--- config.mk ---
export PLATFORM = sky130hd
export DESIGN_NAME = fetch_stage
export DESIGN_NICKNAME = d
export VERILOG_FILES = /design/src/rtl/fetch_stage.sv
export SDC_FILE = /design/constraint.sdc
export NUM_CORES = 1
export LEC_CHECK = 0
export BUFFER_PORTS_ARGS = -buffer_cell sky130_fd_sc_hd__buf_2
export CAP_MARGIN = 20
export CORE_AREA = 10 10 102 194
export CTS_BUF_LIST = sky130_fd_sc_hd__clkbuf_8
export CTS_CLUSTER_SIZE = 10
export DETAILED_ROUTE_END_ITERATION = 12
export DIE_AREA = 0 0 112 204
export GPL_ROUTABILITY_DRIVEN = 0
export PLACE_DENSITY = 0.69
export SYNTH_ARGS = -nofsm -noshare
export SYNTH_HDL_FRONTEND = slang
export SYNTH_SLANG_ARGS = --single-unit
--- constraint.sdc ---
create_clock -name clk -period 2.17 [get_ports clk]
set_input_delay 0.3255 -clock clk [delete_from_list [all_inputs] [get_ports clk]]
set_output_delay 0.3255 -clock clk [all_outputs]
set_load 0.02 [all_outputs]
--- src/rtl/fetch_stage.sv ---
// Instruction fetch stage: owns the PC, keeps one imem request in flight and
// hands each fetched word to decode with its PC and PC+4; execute may redirect.
module fetch_stage #(
  parameter int             W        = 32,
  parameter logic [W-1:0]   RESET_PC = {W{1'b0}}
) (
  input  logic          clk,
  input  logic          rst_n,
  output logic          imem_req_valid,
  input  logic          imem_req_ready,
  output logic [W-1:0]  imem_addr,
  input  logic          imem_rsp_valid,
  input  logic [31:0]   imem_rsp_data,
  input  logic          redirect_valid,
  input  logic [W-1:0]  redirect_pc,
  output logic          id_valid,
  input  logic          id_ready,
  output logic [31:0]   id_instr,
  output logic [W-1:0]  id_pc,
  output logic [W-1:0]  id_pc_plus4
);

  typedef enum logic [1:0] {
    S_REQ  = 2'd0,
    S_WAIT = 2'd1,
    S_HOLD = 2'd2
  } state_t;

  localparam logic [W-1:0] PC_STEP = {{(W-3){1'b0}}, 3'b100};
  localparam logic [31:0]  NOP     = 32'h0000_0013;

  state_t        state_r, state_s;
  logic [W-1:0]  pc_r, pc_s;
  logic [W-1:0]  req_pc_r, req_pc_s;
  logic          discard_r, discard_s;
  logic          id_valid_s;
  logic [31:0]   id_instr_s;
  logic [W-1:0]  id_pc_s, id_pc_plus4_s;
  logic [W-1:0]  redir_pc_s;

  assign redir_pc_s = {redirect_pc[W-1:2], 2'b00};

  // Request lines decode state and pc directly; held low while in reset.
  assign imem_req_valid = rst_n & (state_r == S_REQ);
  assign imem_addr      = pc_r;

  // Next-state and next-output logic; a redirect overrides everything else.
  always_comb begin
    state_s       = state_r;
    pc_s          = pc_r;
    req_pc_s      = req_pc_r;
    discard_s     = discard_r;
    id_valid_s    = id_valid;
    id_instr_s    = id_instr;
    id_pc_s       = id_pc;
    id_pc_plus4_s = id_pc_plus4;
    case (state_r)
      S_REQ: begin
        if (redirect_valid) begin
          pc_s       = redir_pc_s;
          id_valid_s = 1'b0;
          if (imem_req_ready) begin
            // imem already took the old address; its answer must be thrown away
            state_s   = S_WAIT;
            discard_s = 1'b1;
          end else begin
            state_s = S_REQ;
          end
        end else if (imem_req_ready) begin
          req_pc_s = pc_r;
          pc_s     = pc_r + PC_STEP;
          state_s  = S_WAIT;
        end else begin
          state_s = S_REQ;
        end
      end
      S_WAIT: begin
        if (redirect_valid) begin
          pc_s       = redir_pc_s;
          id_valid_s = 1'b0;
          if (imem_rsp_valid) begin
            discard_s = 1'b0;
            state_s   = S_REQ;
          end else begin
            discard_s = 1'b1;
            state_s   = S_WAIT;
          end
        end else if (imem_rsp_valid) begin
          if (discard_r) begin
            discard_s = 1'b0;
            state_s   = S_REQ;
          end else begin
            id_instr_s    = imem_rsp_data;
            id_pc_s       = req_pc_r;
            id_pc_plus4_s = req_pc_r + PC_STEP;
            id_valid_s    = 1'b1;
            state_s       = S_HOLD;
          end
        end else begin
          state_s = S_WAIT;
        end
      end
      S_HOLD: begin
        if (redirect_valid) begin
          pc_s       = redir_pc_s;
          id_valid_s = 1'b0;
          state_s    = S_REQ;
        end else if (id_ready) begin
          id_valid_s = 1'b0;
          state_s    = S_REQ;
        end else begin
          state_s = S_HOLD;
        end
      end
      default: begin
        state_s    = S_REQ;
        discard_s  = 1'b0;
        id_valid_s = 1'b0;
      end
    endcase
  end

  // State, PC and decode-facing output registers.
  always_ff @(posedge clk or negedge rst_n) begin
    if (!rst_n) begin
      state_r     <= S_REQ;
      pc_r        <= RESET_PC;
      req_pc_r    <= RESET_PC;
      discard_r   <= 1'b0;
      id_valid    <= 1'b0;
      id_instr    <= NOP;
      id_pc       <= RESET_PC;
      id_pc_plus4 <= RESET_PC + PC_STEP;
    end else begin
      state_r     <= state_s;
      pc_r        <= pc_s;
      req_pc_r    <= req_pc_s;
      discard_r   <= discard_s;
      id_valid    <= id_valid_s;
      id_instr    <= id_instr_s;
      id_pc       <= id_pc_s;
      id_pc_plus4 <= id_pc_plus4_s;
    end
  end

endmodule

==> impl_metrics.tcl <==
set metrics [dict create \
    cts-resized-gates 0 \
    max-cap-violations 0 \
    numClockSinks 156 \
    fin_crit_sh_pct 93.6 \
    drv_slew 0 \
    whs_endpoint "id_instr[23]" \
    r2r_cells 6 \
    root_buffer "clkbuf_8" \
    ys_types 65 \
    drt-wirelength-per-cell_um 17.6 \
    synth_warnings 0 \
    netlist.top_cell.by_area "dfrtp_1" \
    fillers 1574 \
    synth_area_leaders "dfrtp_1 (52%), nand2_1 (12%), mux2_2 (4.5%)" \
    slew_headroom_pct 56.1 \
    drc 0 \
    drive_gt1_share_pct 31.8 \
    async_flop_share_pct 100 \
    irDropWorstVdd_uv 710 \
    final_common_cell "nand2_1" \
    multi_input_area_sq_mm 0.00321 \
    critPathMaxFanout 23 \
    register_area_sq_mm 0.00391 \
    regToRegStartpoint "state_r[0]" \
    worstPathCellList "inv_1, ha_1, o31a_1, buf_12, or4_1, nand3_1" \
    startpoint_type "flip-flop" \
    use_met1_pct 19.5 \
    num_rows 67 \
    dr.pass1.iters 4 \
    fin_setup_tns_ns 0 \
    wl_um 21400 \
    grt_antenna_before_repair 1 \
    grt_overflow 0 \
    nets 1070 \
    tightest_slew_ns 0.659 \
    cp-end-kind "flip-flop" \
    die_h_um 204 \
    cp_slowest_stage_delay_ns 0.51 \
    r2r_slack_ns 0.14 \
    worst_hold_path_type "in -> reg" \
    dp.cells 1181 \
    fin_cells 1215 \
    fin_crit_ns 2.03 \
    syn_area_per_cell_sq_um 9.32 \
    skew_ns 0.0199 \
    area_growth_syn_to_layout_pct 26.1 \
    die_x_um 112 \
    r2r-end "imem_addr[22]" \
    status "finished clean" \
    synth-edff-count 0 \
    vias 6318 \
    portBuffers 191 \
    ant_nets 0 \
    top_usage_layer "met2" \
    whs_path_depth 3 \
    htree_levels 4 \
    grt_use_met3_pct 4.35 \
    pin_count 200 \
    track_usage_pct 18.5 \
    core_area_sq_mm 0.0167 \
    setup_violations 0 \
    gr-usage-met2_pct 33.5 \
    holdCritStartpoint "imem_rsp_data[23]" \
    synth_area_sq_mm 0.00731 \
    die_area_sq_mm 0.0228 \
    clock_path_buffers 2 \
    dp_hpwl_um 16300 \
    seq_area_frac_synth_pct 53.4 \
    rsz0062_at_grt "no" \
    start_util_pct 43.8 \
    clock_latency_ns 0.47 \
    path_clk_slew_ns 0.09 \
    grt_pass1_vias 6410 \
    vias_per_cell 5.20 \
    crit_type "reg -> reg" \
    cp.required_ns 2.57 \
    synth-main-ff-cell "dfrtp_1" \
    cts_tree "done" \
    max_clock_freq_mhz 492 \
    grt_pass1_wl_um 34300 \
    post-cts-setup-buffer-count 0 \
    p_leak_nw 4.55 \
    synth_seq_cells 156 \
    postLayoutCoreUtil_pct 55.3 \
    synth_top_area_share_pct 52.0 \
    layout_common_cells "nand2_1 (237), buf_2 (190), dfrtp_1 (152)" \
    critPathArrivalTime_ns 2.43 \
    powerDensity_mw_per_mm2 1500 \
    drt_iter0_markers 287 \
    cts_made_buffers 17 \
    grt_max_degree 117 \
    hold_viol 0 \
    syn_inst 785 \
    cp_slowest_cell "or4_1" \
]
-- metal layers --
layer  part of all wire (%)  up-vias  wire [um]
met1                     37     2967       8000
met3                    5.8       33       1250
met4                    3.4        0        724
li1                       -     3097          -
met5                      0        -          0
met2                     54      221      11500
-- logic make-up (layout without fill, tap and decap cells) --
kind of cell | count (synthesis) | in the layout | synth area share [%]
AND/OR/NAND/NOR | 383 | 383 | 24.1
flip-flops | 156 | 156 | 53.4
AO/OA/AOI/OAI | 125 | 125 | 10.3
buffers and inverters | 58 | 275 | 3.39
multiplexers | 29 | 29 | 4.46
XOR/XNOR | 27 | 27 | 3.23
adder cells (fa/ha/maj) | 6 | 6 | 1.03
other | 1 | 7 | 0.0513
-- registers in the layout, indices dropped and copies added (netlist names) --
register     flops
req_pc_r        30
discard_r        1
id_pc           30
id_pc_plus4     30
imem_addr       30
id_valid         1
id_instr        32
state_r          2
-- per-stage QoR --
| step | total power [W] | cell area, sq um | hold slack, ns | setup WS, ns |
|---|---|---|---|---|
| 3_3_place_gp | 0.0113 | 8760 | 0.264 | 0.183 |
| 2_1_floorplan | 0.00895 | 7330 | 0.0299 | 0.231 |
| 6_report | 0.0138 | 9220 | 0.0512 | 0.139 |
| 4_1_cts | 0.0140 | 9220 | 0.0251 | 0.126 |
| 3_5_place_dp | 0.0115 | 8760 | 0.269 | 0.142 |
| 5_1_grt | 0.0148 | 9220 | 0.0320 | 0.0124 |
-- final cells by class --
class | count | area share [%]
Antenna cell | 1 | 0.0271
Clock buffer | 18 | 2.69
Clock inverter | 14 | 2.23
Inverter | 8 | 0.326
Multi-Input combinational cell | 576 | 34.8
Sequential cell | 156 | 42.4
Tap cell | 207 | 2.81
Timing Repair Buffer | 235 | 14.7
-- worst max-delay path, delay by kind of cell, from the launching register on --
family,cells,cell delay (ns)
buf+inv,2,0.25
flops,1,0.38
simple gates,2,0.60
fa+ha+maj,1,0.39
compound gates,1,0.34
-- how the worst max path moves through the flow --
| stage | startpoint | endpoint | slack [ns] | cells after the start |
|---|---|---|---|---|
| 2_1_floorplan | state_r[0] | imem_addr[27] | 0.23 | 7 |
| 3_3_place_gp | state_r[0] | imem_addr[27] | 0.18 | 6 |
| 3_5_place_dp | state_r[0] | imem_addr[27] | 0.14 | 6 |
| 4_1_cts | state_r[0] | imem_addr[27] | 0.13 | 6 |
| 5_1_grt | req_pc_r[2] | id_pc_plus4[18] | 0.01 | 7 |
| 6_report | state_r[0] | imem_addr[22] | 0.14 | 6 |
-- cells in the mapped netlist, types with 2 or more instances --
library cell,n
nor2_2,2
xnor2_1,12
o32a_1,2
inv_1,8
buf_4,6
nand4_1,17
nand3b_1,3
o22ai_1,5
o21ai_0,56
or3_1,4
xor2_1,15
or4_1,2
nor4_1,4
ha_1,6
or2_2,2
o31a_1,2
o31ai_1,2
a41oi_1,2
nand2_1,237
nor3_1,15
and3_1,10
a211oi_1,2
buf_2,5
nor4_4,2
nand3_1,39
buf_1,2
mux2_2,29
a2bb2oi_1,2
nor2_1,26
a32oi_1,2
and2_1,2
a31oi_1,5
dfrtp_1,152
nand2b_1,2
nor2b_1,4
and4_1,2
dfstp_2,4
clkbuf_1,36
a21oi_1,31
-- where the power goes --
part | total (W) | internal [W] | switching [W] | leakage [nW]
clock network | 0.00249 | 0.00131 | 0.00118 | 0.227
logic | 0.00593 | 0.00220 | 0.00373 | 2.42
registers | 0.00540 | 0.00424 | 0.00116 | 1.89
total | 0.0138 | 0.00775 | 0.00607 | 4.55
-- what timing repair did --
item,CTS,global route
hold buffers,1,0
setup endpoints to repair,0,1
endpoints found under the hold margin,39,0
Note: power is estimated with default switching activity, not from simulation.
